**src/rtl/ccd_pkg.sv**
```systemverilog
// Shared CCD front-end types and default timing, common to the readout sequencer and master-clock generator.
// Pure declarations: no latency, no flow control.
package ccd_pkg;
    typedef enum logic [2:0] {
        IDLE,
        ICG_PRE,
        SH_PULSE,
        SH_POST,
        READOUT,
        GAP
    } ccd_state_t;

    localparam int PIX_IDX_W    = 12;
    localparam int INTEG_W      = 24;

    localparam int MCLK_DIV     = 25;
    localparam int MCLK_PER_PIX = 4;
    localparam int NUM_PIXELS   = 3694;
    localparam int T_ICG_SH     = 25;
    localparam int SH_WIDTH     = 50;
    localparam int T_SH_ICG     = 50;
    localparam int SAMPLE_OFS   = 75;
endpackage

```
**src/rtl/ccd_readout_ctrl_pix_timer.sv**
```systemverilog
// Pixel-slot counter: wrap pulse on the final slot cycle, registered sample strobe at SAMPLE_OFS.
// The strobe lines up with the slot cycle it marks; free-running while run is high, no backpressure.
module ccd_pix_timer #(
    parameter int PIX_CYC    = 100,
    parameter int SAMPLE_OFS = 75
) (
    input  logic clk_50m,
    input  logic rst,
    input  logic run,
    input  logic run_nxt,
    output logic wrap,
    output logic last_nxt,
    output logic sample
);
    localparam int CW = $clog2(PIX_CYC + 1);

    logic [CW-1:0] cnt;
    logic [CW-1:0] cnt_nxt;

    assign wrap = run && (cnt == CW'(PIX_CYC - 1));

    // Counter restarts at 0 on every entry into readout.
    always_comb begin
        cnt_nxt = '0;
        if (run && run_nxt && !wrap)
            cnt_nxt = cnt + 1'b1;
        last_nxt = run_nxt && (cnt_nxt == CW'(PIX_CYC - 1));
    end

    always_ff @(posedge clk_50m or posedge rst) begin
        if (rst) begin
            cnt    <= '0;
            sample <= 1'b0;
        end else begin
            cnt    <= cnt_nxt;
            sample <= run_nxt && (cnt_nxt == CW'(SAMPLE_OFS));
        end
    end
endmodule

```
**src/rtl/ccd_readout_ctrl.sv**
```systemverilog
// Linear-CCD frame sequencer: ICG/SH gate timing, then one ADC strobe per pixel slot. Registered outputs, busy from the start edge.
// No backpressure: start ignored while busy. CCD_CONT_MODE_EN adds free-running frames separated by integ_cycles until stop.
module ccd_readout_ctrl #(
    parameter int MCLK_DIV     = ccd_pkg::MCLK_DIV,
    parameter int MCLK_PER_PIX = ccd_pkg::MCLK_PER_PIX,
    parameter int NUM_PIXELS   = ccd_pkg::NUM_PIXELS,
    parameter int T_ICG_SH     = ccd_pkg::T_ICG_SH,
    parameter int SH_WIDTH     = ccd_pkg::SH_WIDTH,
    parameter int T_SH_ICG     = ccd_pkg::T_SH_ICG,
    parameter int SAMPLE_OFS   = ccd_pkg::SAMPLE_OFS
) (
    input  logic                          clk_50m,
    input  logic                          rst,
    input  logic                          start,
    input  logic                          stop,
    input  logic [ccd_pkg::INTEG_W-1:0]   integ_cycles,
    output logic                          ccd_icg,
    output logic                          ccd_sh,
    output logic                          adc_sample,
    output logic [ccd_pkg::PIX_IDX_W-1:0] pixel_idx,
    output logic                          busy,
    output logic                          frame_done
);
    import ccd_pkg::*;

    localparam int PIX_CYC = MCLK_DIV * MCLK_PER_PIX;

    ccd_state_t           state, state_nxt;
    logic [INTEG_W-1:0]   phase_cnt, phase_cnt_nxt;
    logic [PIX_IDX_W-1:0] pix_nxt;
    logic                 icg_nxt, sh_nxt, busy_nxt, done_nxt;
    logic                 wrap, last_nxt, frame_end, last_pix;

    assign last_pix  = (pixel_idx == PIX_IDX_W'(NUM_PIXELS - 1));
    assign frame_end = wrap && last_pix;

`ifdef CCD_CONT_MODE_EN
    logic [INTEG_W-1:0] integ_q;
    logic               stop_seen;
    logic               stop_any;

    assign stop_any = stop_seen || stop;

    // A stop arriving with an accepted start also sticks, so that frame runs single.
    always_ff @(posedge clk_50m or posedge rst) begin
        if (rst) begin
            integ_q   <= '0;
            stop_seen <= 1'b0;
        end else begin
            if (state == IDLE && start)
                integ_q <= integ_cycles;
            stop_seen <= (state_nxt != IDLE) && (stop_seen || stop);
        end
    end
`else
    logic unused_cfg;
    assign unused_cfg = stop ^ (^integ_cycles);
`endif

    ccd_pix_timer #(
        .PIX_CYC    (PIX_CYC),
        .SAMPLE_OFS (SAMPLE_OFS)
    ) u_pix_timer (
        .clk_50m  (clk_50m),
        .rst      (rst),
        .run      (state == READOUT),
        .run_nxt  (state_nxt == READOUT),
        .wrap     (wrap),
        .last_nxt (last_nxt),
        .sample   (adc_sample)
    );

    always_ff @(posedge clk_50m or posedge rst) begin
        if (rst) begin
            state     <= IDLE;
            phase_cnt <= '0;
        end else begin
            state     <= state_nxt;
            phase_cnt <= phase_cnt_nxt;
        end
    end

    always_comb begin
        state_nxt = state;
        case (state)
            IDLE:     if (start) state_nxt = ICG_PRE;
            ICG_PRE:  if (phase_cnt == INTEG_W'(T_ICG_SH - 1)) state_nxt = SH_PULSE;
            SH_PULSE: if (phase_cnt == INTEG_W'(SH_WIDTH - 1)) state_nxt = SH_POST;
            SH_POST:  if (phase_cnt == INTEG_W'(T_SH_ICG - 1)) state_nxt = READOUT;
            READOUT: begin
                if (frame_end) begin
`ifdef CCD_CONT_MODE_EN
                    if (stop_any)
                        state_nxt = IDLE;
                    else if (integ_q == '0)
                        state_nxt = ICG_PRE;
                    else
                        state_nxt = GAP;
`else
                    state_nxt = IDLE;
`endif
                end
            end
            GAP: begin
`ifdef CCD_CONT_MODE_EN
                if (stop_any)
                    state_nxt = IDLE;
                else if (phase_cnt == integ_q - 1'b1)
                    state_nxt = ICG_PRE;
`else
                state_nxt = IDLE;
`endif
            end
            default:  state_nxt = IDLE;
        endcase

        phase_cnt_nxt = '0;
        if (state_nxt == state && state != IDLE && state != READOUT)
            phase_cnt_nxt = phase_cnt + 1'b1;
    end

    // Registered outputs are decoded from the next state so they change on the same edge as the state.
    always_comb begin
        icg_nxt  = !(state_nxt == ICG_PRE || state_nxt == SH_PULSE || state_nxt == SH_POST);
        sh_nxt   = (state_nxt == SH_PULSE);
        busy_nxt = (state_nxt != IDLE);
        pix_nxt  = pixel_idx;
        if (state_nxt == READOUT && state != READOUT)
            pix_nxt = '0;
        else if (wrap && !last_pix)
            pix_nxt = pixel_idx + 1'b1;
        done_nxt = last_nxt && (pix_nxt == PIX_IDX_W'(NUM_PIXELS - 1));
    end

    always_ff @(posedge clk_50m or posedge rst) begin
        if (rst) begin
            ccd_icg    <= 1'b1;
            ccd_sh     <= 1'b0;
            busy       <= 1'b0;
            pixel_idx  <= '0;
            frame_done <= 1'b0;
        end else begin
            ccd_icg    <= icg_nxt;
            ccd_sh     <= sh_nxt;
            busy       <= busy_nxt;
            pixel_idx  <= pix_nxt;
            frame_done <= done_nxt;
        end
    end
endmodule

```
**config.mk**
```make
export PLATFORM = sky130hd
export DESIGN_NAME = ccd_readout_ctrl
export DESIGN_NICKNAME = d
export VERILOG_FILES = /design/src/rtl/ccd_pkg.sv /design/src/rtl/ccd_readout_ctrl_pix_timer.sv /design/src/rtl/ccd_readout_ctrl.sv
export SDC_FILE = /design/constraint.sdc
export NUM_CORES = 1
export LEC_CHECK = 0
export ABC_AREA = 1
export BUFFER_PORTS_ARGS = -buffer_cell sky130_fd_sc_hd__buf_2
export CORE_UTILIZATION = 45
export CTS_BUF_LIST = sky130_fd_sc_hd__clkbuf_2 sky130_fd_sc_hd__clkbuf_4 sky130_fd_sc_hd__clkbuf_8
export DETAILED_ROUTE_END_ITERATION = 8
export PLACE_DENSITY = 0.65
export SLEW_MARGIN = 5
export SYNTH_ARGS = -nofsm -noshare
export SYNTH_HDL_FRONTEND = slang
export SYNTH_HIERARCHICAL = 1
export SYNTH_SLANG_ARGS = --single-unit
```
**constraint.sdc**
```tcl
create_clock -name clk_50m -period 3.6 [get_ports clk_50m]
set_input_delay 0.18 -clock clk_50m [delete_from_list [all_inputs] [get_ports clk_50m]]
set_output_delay 0.18 -clock clk_50m [all_outputs]
set_load 0.01 [all_outputs]
```
* Yosys cells after proc, flatten, opt, wreduce, memory -nomap -nowiden
Cells that the tools add are included.
** Operators by class
- Add/sub/neg operators :: 3
- Equality and inequality tests :: 17
- Mux-type cells :: 10
- Reductions and logical operators :: 19
** Operators with widths (count)
- 24-bit by 1-bit adder with 24-bit output, second input constant :: 1
- 12-bit equality test, second input constant :: 2
- 24-bit by 5-bit equality test with 1-bit output, second input constant :: 1
- 24-bit by 6-bit equality test with 1-bit output, second input constant :: 1
- 12-bit two-way mux :: 2
- 24-bit two-way mux :: 1
- 7-bit equality test, second input constant :: 3
- 3-bit two-way mux :: 5
- 3-bit case mux with 5 select lines :: 1
- 12-bit by 1-bit adder with 12-bit output, second input constant :: 1
- 3-bit by 2-bit equality test with 1-bit output, second input constant :: 4
- 1-bit logical AND :: 11
- 7-bit by 1-bit adder with 7-bit output, second input constant :: 1
- 7-bit two-way mux :: 1
- 3-bit by 1-bit equality test with 1-bit output, second input constant :: 2
- 3-bit equality test, second input constant :: 2
- 3-bit nonzero test :: 2
- 3-bit equality test :: 1
- 1-bit logical NOT :: 3
- 3-bit logical NOT :: 1
- 3-bit inequality test, second input constant :: 1
- 1-bit logical OR :: 2
** Word-level totals
- Register bits :: 51
- Bits of input ports :: 28
- Output and inout port bits :: 17
- Word-level logic and storage cells :: 58

* Depth between registers and ports, before layout
Gate-level depths: netlist of run 1.
- Depth in word-level cells :: 12
- Gate-level depth with buffers :: 22
- Mapped depth without buffers :: 22

* By module
Netlist of run 1, hierarchy kept.
** By module, submodules not included
- ccd_readout_ctrl :: times used 1, cells each 343, area an instance 2708.8 µm², sequential area each 1077.3 µm²
- ccd_pix_timer :: times used 1, cells each 77, area an instance 515.5 µm², sequential area each 200.2 µm²

* Worst setup path before layout of run 1
OpenSTA, ideal clock, no wires.
- Path type :: register -> register
- Start :: register state[1]
- End :: register frame_done
- Setup time :: 71 ps
- Arrival time :: 2434 ps
- Required time :: 3529 ps
- Path slack :: 1095 ps
- Cell stages (with the launch flop) :: 22
- Buffers on the path :: 0
- Period minus slack after synthesis :: 2505 ps
- Cells stage by stage :: dfrtp_1 -> nor2_1 -> inv_1 -> nor2_1 -> nand2_1 -> inv_1 -> nand2_1 -> nor2_1 -> inv_1 -> o21ai_0 -> nand2_1 -> nand2_1 -> inv_1 -> nand3_1 -> nand3_1 -> nor2_1 -> inv_1 -> nor2_1 -> nand3_1 -> nor2_1 -> nand4_1 -> nor2_1
** On the way
- Word-level cells in the longest chain between the ends :: 12
- Elaborated cells on any way between the ends :: 27
- Classes of those cells :: eq/ne (8); mux (9); reduce/logical (10)
** RTL lines
- start, declared :: RTL line ccd_readout_ctrl.sv:28 : ccd_state_t state, state_nxt;
- start signal, assigned :: RTL line ccd_readout_ctrl.sv:78 : state <= state_nxt;
- 3-bit equality test (*) :: RTL line ccd_readout_ctrl.sv:66 : .run (state == READOUT),
- 1-bit logical AND (*) :: RTL line ccd_readout_ctrl_pix_timer.sv:20 : assign wrap = run && (cnt == CW'(PIX_CYC - 1));
- named net wrap :: RTL line ccd_readout_ctrl.sv:32 : logic wrap, last_nxt, frame_end, last_pix;
- 1-bit logical AND :: RTL line ccd_readout_ctrl.sv:35 : assign frame_end = wrap && last_pix;
- 3-bit two-way mux :: RTL line ccd_readout_ctrl.sv:91 : if (frame_end) begin
- 3-bit case mux with 5 select lines :: RTL line ccd_readout_ctrl.sv:85 : case (state)
- 3-bit equality test :: RTL line ccd_readout_ctrl.sv:67 : .run_nxt (state_nxt == READOUT),
- 1-bit logical AND (2 in series) :: RTL line ccd_readout_ctrl_pix_timer.sv:25 : if (run && run_nxt && !wrap)
- 7-bit two-way mux :: RTL line ccd_readout_ctrl_pix_timer.sv:25
- 7-bit equality test :: RTL line ccd_readout_ctrl_pix_timer.sv:27 : last_nxt = run_nxt && (cnt_nxt == CW'(PIX_CYC - 1));
- 1-bit logical AND (*) :: RTL line ccd_readout_ctrl_pix_timer.sv:27
- named net last_nxt :: RTL line ccd_readout_ctrl.sv:32
- 1-bit logical AND (*) :: RTL line ccd_readout_ctrl.sv:132 : done_nxt = last_nxt && (pix_nxt == PIX_IDX_W'(NUM_PIXELS - 1));
- named net done_nxt :: RTL line ccd_readout_ctrl.sv:31 : logic icg_nxt, sh_nxt, busy_nxt, done_nxt;
- end signal, assigned :: RTL line ccd_readout_ctrl.sv:147 : frame_done <= done_nxt;
- end, declared :: RTL line ccd_readout_ctrl.sv:22 : output logic frame_done
Mark *: on every way through the listed nets, which the timed path passes. The rest lies on a longest branch.

* Worst setup path in the final report of run 1
- Start :: register phase_cnt[13]
- End :: register frame_done
** On the way
- Word-level cells in the longest chain between the ends :: 10
- Elaborated cells on any way between the ends :: 16
- Classes of those cells :: eq/ne (5); mux (6); reduce/logical (5)
** RTL lines
- start, declared :: RTL line ccd_readout_ctrl.sv:29 : logic [INTEG_W-1:0] phase_cnt, phase_cnt_nxt;
- start signal, assigned :: RTL line ccd_readout_ctrl.sv:79 : phase_cnt <= phase_cnt_nxt;
- 24-bit by 6-bit equality test with 1-bit output / 24-bit by 5-bit equality test with 1-bit output (equally long branches) :: RTL line ccd_readout_ctrl.sv:88, ccd_readout_ctrl.sv:89, ccd_readout_ctrl.sv:87
- 3-bit two-way mux (on tied branches) :: RTL line ccd_readout_ctrl.sv:89, ccd_readout_ctrl.sv:87, ccd_readout_ctrl.sv:88
- 3-bit case mux with 5 select lines (*) :: RTL line ccd_readout_ctrl.sv:85
- 3-bit equality test (*) :: RTL line ccd_readout_ctrl.sv:67
- 1-bit logical AND (2 in series) :: RTL line ccd_readout_ctrl_pix_timer.sv:25
- 7-bit two-way mux :: RTL line ccd_readout_ctrl_pix_timer.sv:25
- 7-bit equality test :: RTL line ccd_readout_ctrl_pix_timer.sv:27
- 1-bit logical AND (*) :: RTL line ccd_readout_ctrl_pix_timer.sv:27
- named net last_nxt :: RTL line ccd_readout_ctrl.sv:32
- 1-bit logical AND (*) :: RTL line ccd_readout_ctrl.sv:132
- named net done_nxt :: RTL line ccd_readout_ctrl.sv:31
Marked as above.

==> flow_metrics.tcl, run 1 <==
set metrics [dict create \
    synth_area_um2 3220 \
    synth.area.top_cells "dfrtp_1, nand2_1, nor2_1, inv_1, nand3_1" \
    yosys.area.top_type_share 0.388 \
    clock_skew_ps 11.6 \
    fin_nets 479 \
    critPathBufInv 4 \
    min_path_type "in2reg" \
    io_buffers 19 \
    ys_ff_latch 51 \
    crit_required_ps 3840 \
    core_um2 6870 \
    synthCells 420 \
    rsz0062_at_grt "no" \
    drt.antenna.violating_nets 0 \
    slowest_stage "dfrtp_1" \
    io_pins 45 \
    gp_congestion 0.870 \
    synth-warning-count 6 \
    reg2reg_from "phase_cnt[13]$_DFF_PP0_" \
    cts_resized 0 \
    crit_family "simple AND/OR/NAND/NOR gates" \
    leakagePower_nw 1.67 \
    start_util 0.469 \
    end_kind "flop" \
    clockRootBuffer "clkbuf_8" \
    track_usage 0.188 \
    drc_errors 0 \
    reg2reg_to "frame_done$_DFF_PP0_" \
    status "completed" \
    cp.depth 20 \
    p_seq_frac 0.541 \
    p_sw_mw 0.206 \
    crit_chain "nor2_1 > nand3_1 > nor2_1 > nand3_2 > nor2_2 > buf_4 > inv_2 > nand2_1 > nand2_1 > inv_1 > nand3_1 > nor2_1 > nand2_1 > nor2_1 > inv_1 > nor2_1 > nand3_1 > nor2_1 > nand4_1 > nor2_1" \
    netSwitchingFraction 0.195 \
    ctsHoldBuffers 1 \
    worstSetupStartpoint "phase_cnt[13]$_DFF_PP0_" \
    die_w_um 86.6 \
    cts_inserted_buffers 5 \
    dp_hpwl_mm 4.67 \
    synth_edf_count 0 \
    fin_setup_tns_ps 0 \
    htree_levels 2 \
    maxSlewViolCount 0 \
    syn_avg_cell_area_um2 7.68 \
    drt-initial-drc-count 165 \
    yosys.area.top_type "dfrtp_1" \
    setup_viol 0 \
    detail_route.wl_per_cell_um 11.5 \
    clk_pin_slew_worst_paths_ps 100 \
    worst_slew_pin_slew_ps 539 \
    drive_gt1_frac 0.164 \
    combPwrFrac 0.013 \
    viasPerCell 4.79 \
    grt_overflow 0 \
    rows 30 \
    internal-power_mw 0.852 \
    fp.dieH_um 86.6 \
    cts_setup_buffers 0 \
    finalPower_mw 1.06 \
    period_minus_slack_ps 2820 \
    synth_nets 454 \
    power.density_nw_per_um2 298 \
    maxCapViolations 0 \
    grt_pass1_wl_mm 11.2 \
    clkLatencyLatePin_ps 310 \
    syn2layout_area_growth_pct 10.2 \
    yosysSeqAreaShare 0.396 \
    path_max_fanout 11 \
    cp_common_cell "nor2_1" \
    ys.flop_type "dfrtp_1" \
    die_area_um2 7510 \
    synthArstFlopShare 1.00 \
    period_share 0.784 \
    fmaxAchievable_ghz 0.354 \
    vias 2597 \
    firstDrtPassIters 4 \
    n_antenna_cell 0 \
    hold_viol_final 0 \
    ir_drop_v 0.000188 \
    cts_num_sinks 51 \
    routed_wl_mm 6.26 \
    cts_tree "yes" \
    nFillCells 664 \
    first_global_vias 2396 \
    antenna_found_initial 0 \
    ys_types 34 \
    r2r_slack_ps 780 \
    endpoint "frame_done$_DFF_PP0_" \
    clk_path_buf_depth 2 \
    clkPwrFrac 0.446 \
    critPathLaunchType "flop" \
    cp.arrival_ps 3060 \
    grt_max_degree 44 \
    r2r_cells 20 \
    worst-setup-path-type "reg2reg" \
    slew_headroom 0.641 \
    cp_slowest_stage_delay_ps 450 \
]
==> layer usage <==
layer	vias up	routed length, um	track usage
met5	-	0	0
met3	5	170	0.0314
met2	39	2840	0.296
met1	1198	3190	0.267
li1	1355	-	-
met4	0	56	0.0500
==> power groups by stage <==
| stage | registers [mW] | logic [mW] | clock network [mW] |
|---|---|---|---|
| CTS | 0.572 | 0.0152 | 0.487 |
| detailed placement | 0.584 | 0.0145 | 0 |
| finish | 0.572 | 0.0138 | 0.472 |
| floorplan | 0.584 | 0.00848 | 0 |
| global placement | 0.584 | 0.0140 | 0 |
| global route | 0.573 | 0.0169 | 0.509 |
==> logic make-up (layout without fill, tap and decap cells) <==
| family | count (synthesis) | in the layout | synth area share |
|---|---|---|---|
| compound gates | 13 | 13 | 0.0210 |
| xor+xnor | 30 | 30 | 0.0815 |
| fa+ha+maj | 6 | 6 | 0.0233 |
| buf+inv | 73 | 99 | 0.0966 |
| flops | 51 | 51 | 0.396 |
| simple gates | 247 | 247 | 0.381 |
==> how the worst min path moves through the flow <==
stage	depth (start not counted)	start	endpoint
finish	5	start	ccd_icg$_DFF_PP1_
global route	4	start	state[0]$_DFF_PP0_
CTS	5	start	ccd_icg$_DFF_PP1_
detailed placement	2	rst	u_pix_timer/sample$_DFF_PP0_
global placement	2	rst	u_pix_timer/sample$_DFF_PP0_
floorplan	1	rst	u_pix_timer/cnt[0]$_DFF_PP0_
==> stage by stage <==
step	utilization	std cells	hold slack [ps]	setup slack (ps)	instance area (um2)
2_1_floorplan	-	420	-4.34	1090	3220
3_3_place_gp	0.496	533	156	803	3410
3_5_place_dp	0.496	533	167	799	3410
4_1_cts	0.517	542	310	761	3550
5_1_grt	0.517	542	345	391	3550
6_report	0.517	542	309	779	3550
==> registers in the layout, summed over array words and instances (netlist names) <==
register            count
state                   3
ccd_sh                  1
frame_done              1
phase_cnt              24
pixel_idx              12
u_pix_timer/sample      1
u_pix_timer/cnt         7
busy                    1
ccd_icg                 1
==> layout by cell type (no fill, tap or decap) <==
| cell type | Yosys | layout |
|---|---|---|
| a21oi_1 | 3 | 3 |
| buf_2 | 1 | 19 |
| buf_4 | 1 | 3 |
| bufinv_16 | 0 | 2 |
| clkbuf_8 | 0 | 5 |
| clkinv_1 | 1 | 2 |
| clkinv_2 | 1 | 1 |
| clkinvlp_4 | 0 | 1 |
| dfrtp_1 | 50 | 50 |
| dfstp_2 | 1 | 1 |
| dlygate4sd3_1 | 0 | 1 |
| ha_1 | 6 | 6 |
| inv_1 | 57 | 56 |
| inv_2 | 9 | 9 |
| nand2_1 | 78 | 78 |
| nand2_2 | 6 | 6 |
| nand2_4 | 4 | 4 |
| nand3_1 | 41 | 41 |
| nand3_2 | 1 | 1 |
| nand3_4 | 1 | 1 |
| nand4_1 | 14 | 14 |
| nor2_1 | 69 | 69 |
| nor2_2 | 6 | 6 |
| nor2_4 | 11 | 11 |
| nor3_1 | 9 | 9 |
| nor3_2 | 1 | 1 |
| nor4_1 | 2 | 2 |
| nor4_2 | 1 | 1 |
| nor4_4 | 1 | 1 |
| o21ai_0 | 5 | 5 |
| o21ai_1 | 4 | 4 |
| o21bai_1 | 1 | 1 |
| or2_0 | 1 | 1 |
| or2_1 | 1 | 1 |
| xnor2_1 | 7 | 7 |
| xor2_1 | 23 | 23 |
==> cells in the mapped netlist, types with 2 or more instances <==
library cell  count
nand4_1          14
o21ai_0           5
inv_1            57
ha_1              6
nand2_1          78
xor2_1           23
a21oi_1           3
nor2_1           69
nor2_2            6
o21ai_1           4
xnor2_1           7
nand2_4           4
nor2_4           11
nand3_1          41
nand2_2           6
nor4_1            2
inv_2             9
nor3_1            9
buf_6             2
dfrtp_1          50
==> worst min-delay path, cell delays in order <==
cell	delay, ps
buf_2	90
nand3_1	70
o21ai_1	90
or2_1	150
nor2_2	50
==> layout make-up <==
class | count | area [um2] | share of cell area
Timing Repair Buffer | 23 | 128 | 0.0359
Inverter | 68 | 256 | 0.0722
Multi-Input combinational cell | 296 | 1640 | 0.460
Tap cell | 96 | 120 | 0.0338
Sequential cell | 51 | 1280 | 0.360
Clock inverter | 3 | 67.6 | 0.0190
Clock buffer | 5 | 68.8 | 0.0194
Power figures use the tool's default switching activity.
==> run 2, diff against run 1 <==
--- a/config.mk
+++ b/config.mk
@@ -5,12 +5,12 @@
 export SDC_FILE = /design/constraint.sdc
 export NUM_CORES = 1
 export LEC_CHECK = 0
-export ABC_AREA = 1
+export ABC_AREA = 0
 export BUFFER_PORTS_ARGS = -buffer_cell sky130_fd_sc_hd__buf_2
 export CORE_UTILIZATION = 45
 export CTS_BUF_LIST = sky130_fd_sc_hd__clkbuf_2 sky130_fd_sc_hd__clkbuf_4 sky130_fd_sc_hd__clkbuf_8
 export DETAILED_ROUTE_END_ITERATION = 8
-export PLACE_DENSITY = 0.65
+export PLACE_DENSITY = 0.66
 export SLEW_MARGIN = 5
 export SYNTH_ARGS = -nofsm -noshare
 export SYNTH_HDL_FRONTEND = slang
==> constraint.sdc (replaced) <==
create_clock -name clk_50m -period 2.6 [get_ports clk_50m]
set_input_delay 0.13 -clock clk_50m [delete_from_list [all_inputs] [get_ports clk_50m]]
set_output_delay 0.13 -clock clk_50m [all_outputs]
set_load 0.01 [all_outputs]
==> flow_metrics.tcl, run 2 <==
set metrics [dict create \
    firstDrtPassIters 4 \
    path_max_fanout 2 \
    yosysSeqAreaShare 0.445 \
    stdcell_count 455 \
    clock_skew_ps 14.1 \
    reg_top3 "phase_cnt x24, pixel_idx x12, u_pix_timer/cnt x7" \
    core_um2 6030 \
    synth.area.top_cells "dfrtp_1, nor2_1, xnor2_1, xor2_1, nand3_1" \
    rsz0062_at_grt "yes" \
    setup_viol 1 \
    period_minus_slack_ps 2710 \
    reg2reg_from "phase_cnt[15]$_DFF_PP0_" \
    largest_reg_flops 24 \
    clkPwrFrac 0.287 \
    grt_max_degree 31 \
    worstSetupStartpoint "phase_cnt[15]$_DFF_PP0_" \
    vias 2437 \
    status "complete, but fails checks" \
    netSwitchingFraction 0.288 \
    drive_gt1_frac 0.297 \
    fmaxAchievable_ghz 0.370 \
    p_seq_frac 0.490 \
    synthCells 304 \
    clk_path_buf_depth 2 \
    hold_viol_final 0 \
    critPathLaunchType "flop" \
    drt-initial-drc-count 120 \
    synthTopCellsByCount "nor2_1, dfrtp_1, nand2_1, xnor2_1, xor2_1" \
    dp.cells 445 \
    htree_levels 2 \
    cts_num_sinks 51 \
    routed_wl_mm 6.24 \
    rows 28 \
    grt_pass1_wl_mm 11.0 \
    internal-power_mw 1.26 \
    fp.dieH_um 81.9 \
    combPwrFrac 0.223 \
    leakagePower_nw 1.72 \
    min_path_type "in2reg" \
    nFillCells 541 \
    period_share 1.04 \
    syn2layout_area_growth_pct 26.2 \
    fin_ws_ps -106 \
    clockRootBuffer "clkbuf_8" \
    fin_setup_tns_ps -106 \
    die_area_um2 6700 \
    io_buffers 19 \
    gp_congestion 0.868 \
    io_pins 45 \
    p_sw_mw 0.511 \
    drt.antenna.violating_nets 0 \
    dp_hpwl_mm 4.65 \
    grt_overflow 0 \
    synth_area_um2 2870 \
    maxSlewViolCount 0 \
    detail_route.wl_per_cell_um 13.7 \
    r2r_slack_ps -110 \
    ys_types 52 \
    clkLatencyLatePin_ps 300 \
    maxCapViolations 0 \
    clk_pin_slew_worst_paths_ps 100 \
    final_common_cell "buf_4" \
    ff_latch_area_um2 1280 \
    synth-warning-count 6 \
    die_w_um 81.9 \
    finalPower_mw 1.77 \
    cp.arrival_ps 2930 \
    track_usage 0.214 \
    reg2reg_to "frame_done$_DFF_PP0_" \
    end_kind "flop" \
    endpoint "frame_done$_DFF_PP0_" \
    largest-register "phase_cnt" \
    synth_nets 338 \
    worst_slew_pin_slew_ps 1080 \
    cts_inserted_buffers 5 \
    multiInputGateArea_um2 1550 \
    syn_avg_cell_area_um2 9.44 \
    ys.flop_type "dfrtp_1" \
    yosys.area.top_type_share 0.436 \
    ir_drop_v 0.000452 \
    synth.most_common_cell "nor2_1" \
    layout_common_cells "buf_4, nor2_1, dfrtp_1" \
    power.density_nw_per_um2 489 \
    antenna_found_initial 0 \
    timing.hold.ws_ps 134 \
    worst-setup-path-type "reg2reg" \
    synth_edf_count 0 \
    ys_ff_latch 51 \
    yosys.area.top_type "dfrtp_1" \
    slew_headroom 0.279 \
    drc_errors 0 \
    n_antenna_cell 0 \
    synthArstFlopShare 1.00 \
    start_util 0.476 \
    fin_nets 413 \
    viasPerCell 5.36 \
    first_global_vias 2375 \
    violations "setup timing" \
    crit_required_ps 2820 \
    r2r_cells 11 \
    cts_tree "yes" \
]
run 2: area by class of cell:
class                      instances  share of cell area
timing repair buffer              79               0.151
inverter                          14              0.0145
clock buffer                       8              0.0287
multi-input combinational        228               0.427
tap                               75              0.0259
sequential                        51               0.353
run 2: logic make-up (layout without fill, tap and decap cells):
group,count (synthesis),after routing,synth area share
buf+inv,25,101,0.0453
compound gates,27,27,0.0628
xor+xnor,37,37,0.113
simple gates,156,156,0.301
fa+ha+maj,6,6,0.0262
flops,51,51,0.445
mux,2,2,0.00697
run 2: what timing repair did:
item                                   in CTS  in global routing
setup buffers                               0                  1
gates cloned                                0                  0
hold buffers                                1                  0
endpoints found under the hold margin      22                  0
pin swaps                                   5                  2
resized for setup                           4                  2
setup endpoints to repair                   1                  1
run 2: power by group through the flow:
stage / clock network, mW / logic (mW) / registers (mW)
4_1_cts: 0.520 / 0.401 / 0.868
3_5_place_dp: 0 / 0.396 / 0.883
3_3_place_gp: 0 / 0.383 / 0.880
2_1_floorplan: 0 / 0.233 / 0.899
5_1_grt: 0.558 / 0.449 / 0.875
6_report: 0.509 / 0.395 / 0.867
run 2: worst min-delay path by stage:
stage	from	endpoint	slack [ps]	cells past startpoint
global placement	rst	u_pix_timer/cnt[3]$_DFF_PP0_	110	2
floorplan	rst	u_pix_timer/cnt[0]$_DFF_PP0_	-50	1
CTS	start	busy$_DFF_PP0_	130	3
finish	start	busy$_DFF_PP0_	130	3
detailed placement	rst	u_pix_timer/cnt[1]$_DFF_PP0_	120	2
global route	start	busy$_DFF_PP0_	150	3
run 2: worst max-delay path, stage by stage (launching register included):
cell and delay (ps):
dfrtp_1 390, nor4_1 310, nand2_1 150, or3_4 420
o21ai_4 180, o311ai_4 110, a2111o_1 330, a211oi_2 190
nand2_1 90, nor3_2 110, mux2i_1 130, nor4b_4 220
run 2: metrics by stage:
stage                      util  setup slack [ps]  area, um2
after CTS                 0.598              -181       3610
after detailed placement  0.576              -259       3470
final                     0.601              -106       3620
after global placement    0.576              -157       3470
after global routing      0.601              -267       3620
after floorplan               -              -216       2930
run 2: per-layer routing:
metal	global-route usage	part of all wire	up-vias
met1	0.298	0.47	1165
met5	0	0	-
met3	0.0378	0.036	12
li1	-	-	1201
met2	0.329	0.47	59
met4	0.0807	0.021	0
==> run 3, diff against run 2 <==
--- a/config.mk
+++ b/config.mk
@@ -10,6 +10,7 @@
 export CORE_UTILIZATION = 45
 export CTS_BUF_LIST = sky130_fd_sc_hd__clkbuf_2 sky130_fd_sc_hd__clkbuf_4 sky130_fd_sc_hd__clkbuf_8
 export DETAILED_ROUTE_END_ITERATION = 8
+export MAX_ROUTING_LAYER = met4
 export PLACE_DENSITY = 0.66
 export SLEW_MARGIN = 5
 export SYNTH_ARGS = -nofsm -noshare
==> flow_metrics.tcl, run 3 (synthesis results as in run 2) <==
set metrics [dict create \
    cp.arrival_ps 2920 \
    ff_latch_area_um2 1280 \
    path_max_fanout 2 \
    start_util 0.476 \
    power.density_nw_per_um2 489 \
    gp_congestion 0.882 \
    fin_ws_ps -103 \
    period_minus_slack_ps 2700 \
    clock_skew_ps 13.8 \
    fp.dieH_um 81.9 \
    clockRootBuffer "clkbuf_8" \
    die_w_um 81.9 \
    drt-initial-drc-count 119 \
    multiInputGateArea_um2 1550 \
    netSwitchingFraction 0.288 \
    maxSlewViolCount 0 \
    grt_pass1_wl_mm 11.0 \
    hold_start "start" \
    fmaxAchievable_ghz 0.370 \
    setup_viol 1 \
    r2r_cells 11 \
    routed_wl_mm 6.24 \
    firstDrtPassIters 4 \
    viasPerCell 5.35 \
    vias 2436 \
    drive_gt1_frac 0.297 \
    maxCapViolations 0 \
    syn2layout_area_growth_pct 26.2 \
    core_um2 6030 \
    cts_num_sinks 51 \
    io_buffers 19 \
    r2r_slack_ps -100 \
    reg_top3 "phase_cnt x24, pixel_idx x12, u_pix_timer/cnt x7" \
    violations "setup timing" \
    hold_viol_final 0 \
    rsz0062_at_grt "yes" \
    clk_pin_slew_worst_paths_ps 100 \
    layout_common_cells "buf_4, nor2_1, dfrtp_1" \
    fin_nets 413 \
    die_area_um2 6700 \
    reg2reg_to "frame_done$_DFF_PP0_" \
    track_usage 0.220 \
    grt_max_degree 31 \
    nFillCells 541 \
    clkLatencyLatePin_ps 300 \
    final_util 0.601 \
    status "complete, but fails checks" \
    largest-register "phase_cnt" \
    internal-power_mw 1.26 \
    end_kind "flop" \
    ir_drop_v 0.000459 \
    drc_errors 0 \
    detail_route.wl_per_cell_um 13.7 \
    antenna_found_initial 0 \
    worst_slew_pin_slew_ps 1080 \
    p_sw_mw 0.510 \
    n_antenna_cell 0 \
    reg2reg_from "phase_cnt[15]$_DFF_PP0_" \
    hold_depth 3 \
    grt_overflow 0 \
    cts_inserted_buffers 5 \
    hold_end "busy$_DFF_PP0_" \
    largest_reg_flops 24 \
    drt.antenna.violating_nets 0 \
    dp_hpwl_mm 4.65 \
    min_path_type "in2reg" \
    combPwrFrac 0.224 \
    finalPower_mw 1.77 \
    critPathLaunchType "flop" \
    io_pins 45 \
    first_global_vias 2377 \
    p_seq_frac 0.490 \
    crit_required_ps 2820 \
    leakagePower_nw 1.72 \
    period_share 1.04 \
    htree_levels 2 \
    worst-setup-path-type "reg2reg" \
    cts_tree "yes" \
    clk_path_buf_depth 2 \
    place_worst_setup_slack_ps -259 \
    clkPwrFrac 0.285 \
    slew_headroom 0.276 \
    rows 28 \
    timing.hold.ws_ps 136 \
    final_common_cell "buf_4" \
]
## run 3: cell counts in the layout (fill, tap and decap cells not counted)
Identical to the previous run, type by type.
## run 3: routing by layer
metal  part of all wire  wire, um  vias to the layer above  GRT usage
li1                   -         -                     1201          -
met1               0.48      3000                     1171      0.297
met2               0.47      2930                       52      0.330
met3              0.029       183                       12     0.0378
met4              0.020       127                        0     0.0807
met5                  0         0                        -          -
## run 3: worst max-delay path, cell delays in order (launching register included)
cell	delay, ps
dfrtp_1	380
nor4_1	310
nand2_1	150
or3_4	420
o21ai_4	180
o311ai_4	110
a2111o_1	330
a211oi_2	190
nand2_1	90
nor3_2	110
mux2i_1	130
nor4b_4	220
## run 3: power groups by stage
stage	registers [mW]	clock network, mW	logic (mW)
2_1_floorplan	0.899	0	0.233
3_3_place_gp	0.880	0	0.383
3_5_place_dp	0.883	0	0.396
4_1_cts	0.868	0.520	0.401
5_1_grt	0.875	0.556	0.449
6_report	0.868	0.505	0.397
## run 3: cell type report
class	instances	share of cell area
clock buffers	8	0.0287
inverters	14	0.0145
multi-input cells	228	0.427
flip-flops and latches	51	0.353
well taps	75	0.0259
repair buffers	79	0.151
## run 3: metrics by stage
step | cell area [um2] | setup TNS (ps) | instances
3_3_place_gp | 3470 | -157 | 445
6_report | 3620 | -103 | 455
2_1_floorplan | 2930 | -216 | 304
5_1_grt | 3620 | -267 | 455
4_1_cts | 3610 | -181 | 454
3_5_place_dp | 3470 | -259 | 445
## run 3: worst max path at each step
| stage | start | end | slack [ps] | cells after the start |
|---|---|---|---|---|
| final | phase_cnt[15]$_DFF_PP0_ | frame_done$_DFF_PP0_ | -100 | 11 |
| after global routing | phase_cnt[8]$_DFF_PP0_ | frame_done$_DFF_PP0_ | -270 | 12 |
| after CTS | phase_cnt[8]$_DFF_PP0_ | frame_done$_DFF_PP0_ | -180 | 12 |
| after detailed placement | phase_cnt[6]$_DFF_PP0_ | frame_done$_DFF_PP0_ | -260 | 12 |
| after global placement | phase_cnt[6]$_DFF_PP0_ | frame_done$_DFF_PP0_ | -160 | 12 |
| after floorplan | phase_cnt[2]$_DFF_PP0_ | frame_done$_DFF_PP0_ | -220 | 12 |
## run 3: what timing repair did
item                                    in CTS  in global routing
pin swaps                                    5                  2
buffers inserted                             0                  1
hold buffers                                 1                  0
gates cloned                                 0                  0
endpoints found under the hold margin       22                  0
resized for setup                            4                  2
endpoints found under the setup margin       1                  1
